$ cat config.mk
export PLATFORM = sky130hd
export DESIGN_NAME = imm_extend_stage
export DESIGN_NICKNAME = d
export VERILOG_FILES = /design/src/rtl/imm_extend_stage.sv
export SDC_FILE = /design/constraint.sdc
export NUM_CORES = 1
export LEC_CHECK = 0
export BUFFER_PORTS_ARGS = -buffer_cell sky130_fd_sc_hd__buf_2
export CAP_MARGIN = 0
export CORE_MARGIN = 2
export CORE_UTILIZATION = 35
export CTS_CLUSTER_SIZE = 25
export DETAILED_ROUTE_END_ITERATION = 16
export PLACE_DENSITY_LB_ADDON = 0.15
export SLEW_MARGIN = 20
export SYNTH_ARGS = -nofsm -noshare
export SYNTH_HDL_FRONTEND = slang
export SYNTH_SLANG_ARGS = --single-unit
$ cat constraint.sdc
create_clock -name clk -period 4.8 [get_ports clk]
set_input_delay 0.96 -clock clk [delete_from_list [all_inputs] [get_ports clk]]
set_output_delay 0.96 -clock clk [all_outputs]
set_load 0.02 [all_outputs]
$ cat src/rtl/imm_extend_stage.sv
// Immediate extender between decode and execute.
// Output register plus one skid entry, so execute-stage stalls never lose a word.
module imm_extend_stage #(
    parameter int unsigned DATA_W   = 32,
    parameter int unsigned INSTR_W  = 24,
    parameter int unsigned BR_SHIFT = 2
) (
    input  logic               clk,
    input  logic               reset,
    input  logic               in_valid,
    output logic               in_ready,
    input  logic [INSTR_W-1:0] in_instr,
    input  logic [2:0]         in_immtype,
    input  logic               in_cin,
    output logic               out_valid,
    input  logic               out_ready,
    output logic [DATA_W-1:0]  out_data,
    output logic               out_carry,
    output logic               out_illegal,
    output logic               err_sticky
);

    localparam int unsigned ROT_W = 5;

    if (INSTR_W != 24) begin : g_bad_instr_w
        $error("imm_extend_stage: INSTR_W must be 24");
    end
    if (DATA_W < 26 || DATA_W > 64) begin : g_bad_data_w
        $error("imm_extend_stage: DATA_W must be in 26..64");
    end
    if (BR_SHIFT > DATA_W - 24) begin : g_bad_br_shift
        $error("imm_extend_stage: BR_SHIFT must not exceed DATA_W-24");
    end

    typedef enum logic [1:0] {
        EMPTY = 2'd0,
        HALF  = 2'd1,
        FULL  = 2'd2
    } state_t;

    state_t state;

    logic [DATA_W-1:0] skid_data;
    logic              skid_carry;
    logic              skid_illegal;

    logic [DATA_W-1:0] ext_data_c;
    logic              ext_carry_c;
    logic              ext_illegal_c;
    logic [DATA_W-1:0] rot_src_c;
    logic [ROT_W-1:0]  rot_c;
    logic              in_fire_c;
    logic              out_fire_c;

    // Reset forces ready high; anything offered during reset is dropped below.
    assign in_ready   = reset | (state != FULL);
    assign out_valid  = (state != EMPTY);
    assign in_fire_c  = in_valid & in_ready;
    assign out_fire_c = out_valid & out_ready;

    // Immediate decode, purely combinational on the offered instruction.
    always_comb begin
        ext_data_c    = '0;
        ext_carry_c   = 1'b0;
        ext_illegal_c = 1'b0;
        rot_src_c     = DATA_W'(in_instr[7:0]);
        rot_c         = {in_instr[11:8], 1'b0};
        case (in_immtype)
            3'b000: ext_data_c = DATA_W'(in_instr[7:0]);
            3'b001: ext_data_c = DATA_W'(in_instr[11:0]);
            3'b010: ext_data_c = {{(DATA_W-24){in_instr[23]}}, in_instr[23:0]} << BR_SHIFT;
            3'b011: begin
                ext_data_c  = DATA_W'({rot_src_c, rot_src_c} >> rot_c);
                ext_carry_c = (rot_c != '0) ? ext_data_c[DATA_W-1] : in_cin;
            end
            3'b100: ext_data_c = {{(DATA_W-12){in_instr[11]}}, in_instr[11:0]};
            default: ext_illegal_c = 1'b1;
        endcase
    end

    // Skid-buffer FSM with registered payload.
    always_ff @(posedge clk) begin
        if (reset) begin
            state        <= EMPTY;
            out_data     <= '0;
            out_carry    <= 1'b0;
            out_illegal  <= 1'b0;
            skid_data    <= '0;
            skid_carry   <= 1'b0;
            skid_illegal <= 1'b0;
            err_sticky   <= 1'b0;
        end else begin
            if (in_fire_c && ext_illegal_c) begin
                err_sticky <= 1'b1;
            end
            case (state)
                EMPTY: begin
                    if (in_fire_c) begin
                        out_data    <= ext_data_c;
                        out_carry   <= ext_carry_c;
                        out_illegal <= ext_illegal_c;
                        state       <= HALF;
                    end
                end
                HALF: begin
                    if (in_fire_c && out_fire_c) begin
                        out_data    <= ext_data_c;
                        out_carry   <= ext_carry_c;
                        out_illegal <= ext_illegal_c;
                    end else if (in_fire_c) begin
                        skid_data    <= ext_data_c;
                        skid_carry   <= ext_carry_c;
                        skid_illegal <= ext_illegal_c;
                        state        <= FULL;
                    end else if (out_fire_c) begin
                        state <= EMPTY;
                    end
                end
                FULL: begin
                    if (out_fire_c) begin
                        out_data    <= skid_data;
                        out_carry   <= skid_carry;
                        out_illegal <= skid_illegal;
                        state       <= HALF;
                    end
                end
                default: state <= EMPTY;
            endcase
        end
    end

endmodule

==> impl_metrics.csv, run 1 <==
group,metric,value,unit
finish,final_core_util,0.412,
worst_setup_path,cp_common_cell,"buf_2",
routing,drcViolationCount,0,
synth,yosys.cell_types.count,60,
routing,num_vias,4210,
grt,grt_usage,0.221,
pwr,p_leak,0.00188,uW
worst_setup_path,slowest_delay,0.36,ns
pwr,max-vdd-ir-drop,0.238,mV
finish,drive_above_1_share,0.196,
worst_setup_path,r2r_slack,2.70,ns
synth,ys.flop_type,"dfxtp_1",
finish,fillCellCount,1233,
worst_setup_path,crit_fanout,47,
finish,seqCellArea,1420,um^2
timing,tns,0,ns
clock_network,cts_root_buf,"clkbuf_16",
worst_setup_path,worst-path-buf-inv,4,
clock_network,holdBufCountCts,0,
synth,syn_nets,575,
clock_network,post_cts_resized,0,
timing,max-slew-margin-rel,0.436,
grt,antenna_found_initial,0,
routing,drtIter0Drc,323,
worst_setup_path,ff2ff_path_depth,4,
timing,max_freq,369,MHz
routing,drt_wl_total,13700,um
synth,ys_seq_elements,71,
worst_setup_path,critical_path.cell_chain,"buf_2 > inv_1 > buf_4 > nand2_1 > buf_2",
place,dpl_cell_area,4440,um^2
clock_network,path_clk_slew,0.05,ns
floorplanning,fp.dieArea,12600,um^2
routing,post_drt_wl_per_cell,18.8,um
timing,finalCritPeriodShare,0.564,
timing,worst_pin_slew,0.847,ns
place,port_buffers,68,
clock_network,clk_path_buf_depth,2,
synth,yosysSeqAreaShare,0.347,
job,maxCapViolCount,0,
min_path,hold_start,"out_data[23]",
min_path,hp-class,"flip-flop to flip-flop",
timing,skew,0.00532,ns
timing,setup_violations,0,
grt,grt_overflow,0,
synth,synth_enable_flop_cells,0,
synth,netlist_instances,543,
clock_network,cts_setup_buffers,0,
run_status,status,"complete, no violations",
worst_setup_path,rr_endpoint,"out_data[18]",
min_path,min_to,"out_data[23]",
timing,finalHoldViolations,0,
routing,avgViaCountPerCell,5.78,
synth,syn_avg_cell_area,7.55,um^2
worst_setup_path,start_kind,"primary input",
finish,multi_input_area,2410,um^2
clock_network,clkSinkCount,71,
place,dp.cells,714,
floorplanning,fp.dieH,112,um
clock_network,cts_tree,"built",
synth,yosysWarnings,0,
routing,first_pass_iters,5,
timing,rsz0062_at_grt,"false",
clock_network,cts-buffers-inserted,9,
finish,fin_cells,729,
worst_setup_path,cp.required,3.84,ns
synth,syn_area,4100,um^2
finish,finalNetCount,614,
floorplanning,ios,69,
min_path,hold-path-cell-count,2,
floorplanning,core_area,11400,um^2
pwr,p_per_area,326,nW/um^2
timing,holdWs,0.453,ns
worst_setup_path,end_kind,"output pin",
worst_setup_path,worstPathArrival,1.75,ns
place,place_hpwl,9220,um
worst_setup_path,crit_path_top_delay_cell,"buf_4",
floorplanning,chipWidth,112,um
worst_setup_path,r2r-start,"state[0]",
finish,num_antenna_cells,0,
clock_network,insertion_delay,0.33,ns
timing,timing.final.crit_period,2.71,ns
worst_setup_path,crit_family,"buffers and inverters",
grt,grt_pass1_wl,22200,um
floorplanning,rows,39,
finish,syn_to_final_growth,14.9,%
timing,report.final.slew_viol_count,0,
grt,grt_max_degree,55,
place,place_congestion,0.895,
floorplanning,initial_utilization,0.359,
finish,design_area,4710,um^2
worst_setup_path,crit_type,"primary input to output pin",
synth,async_reset_ff_frac,0,
grt,grt_pass1_vias,3978,
routing,ant_nets,0,
clock_network,htreeDepth,3,
==> synthesized netlist by cell type, drive strengths merged (4+ instances only) <==
master  count  area share
inv         8      0.0073
o31ai       9       0.016
mux2i       9       0.023
o211ai      6       0.011
o21ai      69       0.084
nand3      10       0.012
buf        28       0.040
dfxtp      71        0.35
nand2b      7       0.011
nor3       17       0.025
nand2      57       0.052
clkbuf     20       0.018
a21oi      49       0.060
a22oi       4      0.0073
nor3b       6       0.012
a221oi     10       0.027
mux2        4       0.011
o221ai      6       0.013
and3b       4      0.0085
o22ai       7       0.011
nor2b      11       0.017
nor2       85       0.078
==> per-stage QoR <==
step / total power, uW / worst slack [ns]
after floorplan: 850 / 2.00
after global placement: 937 / 2.03
after detailed placement: 939 / 1.99
after CTS: 1540 / 2.09
after global routing: 1600 / 2.01
final: 1530 / 2.09
==> power breakdown <==
part           total, uW  switching [uW]  internal [uW]  leakage (uW)
clock                604             246            358      0.000131
sequential           639            17.4            622      0.000579
combinational        289             190           98.6       0.00117
total               1530             454           1080       0.00188
==> area by class of cell <==
cell class / instances / area share
tap: 143 / 0.0380
clock buffer: 11 / 0.0516
clock inverter: 4 / 0.00478
sequential: 71 / 0.302
multi-input combinational: 416 / 0.512
inverter: 8 / 0.00638
timing repair buffer: 76 / 0.0851
==> worst max path at each step <==
stage / start / to / cells past startpoint
after floorplan: reset / in_ready / 5
after global placement: in_instr[9] / out_data[23] / 6
after detailed placement: in_instr[9] / out_data[23] / 6
after CTS: reset / in_ready / 5
after global routing: reset / in_ready / 5
final: reset / in_ready / 5
==> kinds of logic after synthesis <==
| logic type | share of synthesized area |
|---|---|
| xor+xnor | 0.00214 |
| buf+inv | 0.0660 |
| compound gates | 0.286 |
| flops | 0.347 |
| simple gates | 0.254 |
| mux | 0.0449 |
==> placed cells by master, fill, tap and decap left out, types with 4 or more instances in the layout <==
| cell | synthesis | final |
|---|---|---|
| and3b_1 | 4 | 4 |
| buf_2 | 18 | 68 |
| o22ai_1 | 7 | 7 |
| buf_4 | 8 | 8 |
| nand2b_1 | 7 | 6 |
| nor3b_1 | 5 | 5 |
| nor3_1 | 15 | 15 |
| a21oi_1 | 49 | 49 |
| nand2_1 | 57 | 57 |
| o21ai_0 | 69 | 69 |
| nor2b_1 | 11 | 10 |
| mux2_2 | 4 | 4 |
| a221oi_1 | 6 | 6 |
| o211ai_1 | 6 | 6 |
| dfxtp_1 | 71 | 71 |
| o31ai_1 | 9 | 9 |
| clkbuf_16 | 0 | 9 |
| inv_1 | 8 | 8 |
| o221ai_1 | 6 | 6 |
| a22oi_1 | 4 | 4 |
| nand3_1 | 10 | 10 |
| nor2_1 | 85 | 85 |
| a221oi_2 | 4 | 4 |
| mux2i_1 | 8 | 8 |
==> routing by layer <==
metal / GRT usage / wire (um)
met2: 0.358 / 6340
met4: 0.0764 / 352
met5: 0 / 0
met3: 0.0356 / 729
met1: 0.299 / 6310
==> sequential cells by signal, summed over array words and instances, names as in the netlist <==
name,count
out_data,32
skid_data,32
state,2
err_sticky,1
out_carry,1
out_illegal,1
skid_carry,1
skid_illegal,1
==> worst reg2reg max path, cell delays in order, from the launching register on <==
cell,delay (ns)
dfxtp_1,0.54
nand2b_2,0.76
o21ai_0,0.21
o221ai_1,0.34
a21oi_1,0.11
Power figures use the tool's default switching activity.
==> inputs of run 2 (changes only) <==
- clock period: 4.8 -> 2.65 ns (I/O delays scaled with it)
==> impl_metrics.csv, run 2 (synthesis gave the netlist of run 1 again) <==
group,metric,value,unit
pwr,p_per_area,580,nW/um^2
finish,seqCellArea,1420,um^2
routing,first_pass_iters,5,
grt,grt_usage,0.221,
finish,multi_input_area,2410,um^2
finish,num_antenna_cells,0,
finish,layout.cells.most_common_list,"85 x nor2_1, 71 x dfxtp_1, 69 x o21ai_0",
floorplanning,ios,69,
worst_setup_path,endpoint,"out_data[23]",
clock_network,post_cts_resized,0,
worst_setup_path,rr_endpoint,"out_data[27]",
clock_network,htreeDepth,3,
timing,finalCritPeriodShare,0.778,
place,port_buffers,68,
job,maxCapViolCount,0,
routing,drtIter0Drc,425,
worst_setup_path,cp-startpoint,"in_instr[9]",
clock_network,cts_setup_buffers,0,
finish,final_core_util,0.419,
place,dp.cells,725,
clock_network,cts_root_buf,"clkbuf_16",
routing,drcViolationCount,0,
worst_setup_path,r2r_slack,0.81,ns
finish,syn_to_final_growth,16.9,%
timing,skew,0.00605,ns
min_path,hp-class,"flip-flop to flip-flop",
pwr,max-vdd-ir-drop,0.299,mV
place,place_congestion,0.914,
finish,drive_above_1_share,0.211,
clock_network,holdBufCountCts,0,
grt,antenna_found_initial,0,
floorplanning,chipWidth,112,um
timing,max-slew-margin-rel,0.626,
routing,post_drt_wl_per_cell,18.5,um
floorplanning,fp.dieArea,12600,um^2
timing,report.final.slew_viol_count,0,
timing,timing.final.crit_period,2.06,ns
floorplanning,initial_utilization,0.359,
timing,max_freq,485,MHz
finish,fin_cells,741,
clock_network,clkSinkCount,71,
routing,num_vias,4265,
grt,grt_pass1_wl,22100,um
finish,layout_commonest_cell,"nor2_1",
pwr,p_leak,0.00192,uW
pwr,fin_total_pwr,2780,uW
floorplanning,core_area,11400,um^2
grt,grt_max_degree,47,
timing,setup_violations,0,
worst_setup_path,cp.required,2.91,ns
timing,tns,0,ns
worst_setup_path,crit_type,"primary input to flip-flop",
clock_network,clk_path_buf_depth,2,
worst_setup_path,crit_fanout,28,
floorplanning,rows,39,
timing,holdWs,0.452,ns
worst_setup_path,worstPathArrival,2.33,ns
finish,reg_top3,"out_data: 32 flops, skid_data: 32 flops, state: 2 flops",
timing,worst_pin_slew,0.561,ns
grt,grt_pass1_vias,3948,
clock_network,cts_tree,"built",
worst_setup_path,ff2ff_path_depth,4,
run_status,status,"complete, no violations",
worst_setup_path,r2r-start,"state[0]",
grt,grt_overflow,0,
clock_network,insertion_delay,0.33,ns
floorplanning,fp.dieH,112,um
routing,drt_wl_total,13700,um
worst_setup_path,start_kind,"primary input",
clock_network,path_clk_slew,0.06,ns
place,place_hpwl,9670,um
timing,rsz0062_at_grt,"false",
routing,ant_nets,0,
routing,avgViaCountPerCell,5.76,
finish,fillCellCount,1190,
finish,finalNetCount,625,
worst_setup_path,end_kind,"flip-flop",
clock_network,cts-buffers-inserted,9,
timing,finalHoldViolations,0,
-- run 2: cell count changes in the layout (fill, tap and decap cells not counted), sizes merged --
cell / before / now
buf: 76 / 87
clkbuf: 11 / 10
clkinvlp: 1 / 3
-- run 2: critical path: stages --
cell and delay [ns]:
buf_2 0.45, mux2i_1 0.23, mux2_2 0.33, o311ai_1 0.39, buf_4 0.19, o21ai_0 0.07, a21oi_1 0.13
-- run 2: worst min path at each step --
stage / slack (ns) / to / cells after the start / startpoint
4_1_cts: 0.46 / skid_data[4] / 2 / skid_data[4]
6_report: 0.45 / out_data[8] / 2 / out_data[8]
5_1_grt: 0.47 / skid_illegal / 2 / skid_illegal
3_3_place_gp: 0.44 / skid_data[4] / 2 / skid_data[4]
3_5_place_dp: 0.45 / out_data[8] / 2 / out_data[8]
2_1_floorplan: 0.43 / skid_data[4] / 2 / skid_data[4]
-- run 2: layer usage --
layer	vias to the layer above	share of wire	GRT usage	routed length [um]
li1	2044	-	-	-
met1	2019	0.44	0.289	6030
met2	182	0.48	0.367	6540
met3	20	0.064	0.0454	882
met4	0	0.018	0.0724	241
met5	-	0	0	0
-- run 2: stage by stage --
step / setup slack [ns] / cell area [um^2]
2_1_floorplan: 0.714 / 4100
3_3_place_gp: 0.231 / 4520
3_5_place_dp: 0.230 / 4520
4_1_cts: 0.589 / 4790
5_1_grt: 0.417 / 4790
6_report: 0.588 / 4790
-- run 2: report_power, final --
part | internal [uW] | leakage (uW) | switching, uW
sequential | 1130 | 0.000579 | 31.4
combinational | 188 | 0.00122 | 345
clock | 628 | 0.000124 | 461
-- run 2: cell type report --
cell class              count  area share
well taps                 143      0.0374
clock buffers              10      0.0478
repair buffers             87       0.101
clock inverters             6     0.00784
inverters                   8     0.00627
flip-flops and latches     71       0.297
multi-input cells         416       0.503
==> inputs of run 3 (changes only) <==
- clock period: 2.65 -> 2 ns (I/O delays scaled with it)
==> impl_metrics.csv, run 3 (synthesis gave the netlist of run 1 again) <==
group,metric,value,unit
timing,timing.final.crit_period,1.85,ns
timing,finalCritPeriodShare,0.925,
routing,drcViolationCount,0,
worst_setup_path,end_kind,"output pin",
clock_network,path_clk_slew,0.06,ns
clock_network,post_cts_resized,0,
finish,fin_cells,770,
clock_network,cts-buffers-inserted,9,
finish,seqCellArea,1420,um^2
run_status,status,"complete, no violations",
floorplanning,initial_utilization,0.359,
timing,setup_violations,0,
grt,grt_pass1_wl,23200,um
timing,tns,0,ns
routing,avgViaCountPerCell,5.64,
routing,ant_nets,0,
place,place_hpwl,10500,um
floorplanning,ios,69,
pwr,p_per_area,796,nW/um^2
timing,report.final.slew_viol_count,0,
grt,grt_pass1_vias,4232,
worst_setup_path,crit_fanout,10,
clock_network,insertion_delay,0.35,ns
floorplanning,chipWidth,112,um
clock_network,clkSinkCount,71,
finish,final_core_util,0.454,
pwr,fin_total_pwr,4130,uW
grt,grt_usage,0.235,
timing,skew,0.00420,ns
worst_setup_path,crit_type,"flip-flop to output pin",
timing,max-slew-margin-rel,0.642,
clock_network,htreeDepth,3,
finish,drive_above_1_share,0.249,
floorplanning,core_area,11400,um^2
clock_network,cts_tree,"built",
timing,rsz0062_at_grt,"false",
worst_setup_path,r2r_slack,0.23,ns
finish,reg_top3,"out_data: 32 flops, skid_data: 32 flops, state: 2 flops",
clock_network,cts_setup_buffers,0,
grt,grt_overflow,0,
finish,syn_to_final_growth,26.5,%
min_path,hp-class,"primary input to flip-flop",
place,dpl_worst_slack,-0.0499,ns
timing,finalHoldViolations,0,
routing,post_drt_wl_per_cell,18.8,um
grt,antenna_found_initial,0,
worst_setup_path,worstPathArrival,1.45,ns
floorplanning,fp.dieH,112,um
pwr,max-vdd-ir-drop,0.679,mV
finish,layout_commonest_cell,"nor2_1",
grt,grt_max_degree,39,
timing,worst_pin_slew,0.528,ns
place,place_congestion,0.896,
worst_setup_path,start_kind,"flip-flop",
clock_network,clk_path_buf_depth,2,
job,maxCapViolCount,0,
place,dp.cells,754,
finish,num_antenna_cells,0,
floorplanning,rows,39,
finish,layout.cells.most_common_list,"85 x nor2_1, 71 x dfxtp_1, 69 x o21ai_0",
clock_network,cts_root_buf,"clkbuf_16",
routing,drtIter0Drc,336,
finish,finalNetCount,654,
clock_network,holdBufCountCts,0,
pwr,p_leak,0.00214,uW
routing,num_vias,4343,
finish,multi_input_area,2410,um^2
place,port_buffers,68,
routing,first_pass_iters,4,
timing,max_freq,540,MHz
finish,fillCellCount,1166,
routing,drt_wl_total,14500,um
timing,setup_slack,0.149,ns
floorplanning,fp.dieArea,12600,um^2
worst_setup_path,cp.required,1.60,ns
[run 3: worst max-delay path, stage by stage, from the launching register on]
cell and delay, ns:
dfxtp_1 0.55, nor2b_2 0.08, buf_4 0.18, nand2_1 0.11, buf_2 0.18
[run 3: path summary, 6_finish.rpt]
path,start,to,depth (start not counted)
worst max-delay path,state[0],in_ready,4
worst min-delay path,in_valid,err_sticky,3
worst max register to register,state[1],out_data[23],7
worst min register to register,out_data[18],out_data[18],2
[run 3: layout make-up]
| type | instances | area share |
|---|---|---|
| timing repair buffer | 116 | 0.157 |
| multi-input combinational | 416 | 0.465 |
| inverter | 8 | 0.00579 |
| tap | 143 | 0.0345 |
| sequential | 71 | 0.274 |
| clock inverter | 5 | 0.0154 |
| clock buffer | 11 | 0.0487 |
[run 3: metal layers]
layer / share of wire / GRT usage / wire length [um]
met5: 0 / 0 / 0
met4: 0.031 / 0.100 / 447
met3: 0.043 / 0.0540 / 627
met2: 0.47 / 0.379 / 6780
met1: 0.46 / 0.304 / 6650
[run 3: stage by stage]
step                      hold slack [ns]  cell area [um^2]
final                               0.370              5180
after global routing                0.383              5180
after CTS                           0.359              5180
after detailed placement            0.448              4850
after global placement              0.436              4850
after floorplan                     0.429              4100
[run 3: report_power, final]
| group | switching (uW) | internal [uW] |
|---|---|---|
| Clock | 639 | 1160 |
| Sequential | 41.2 | 1490 |
| Combinational | 479 | 318 |
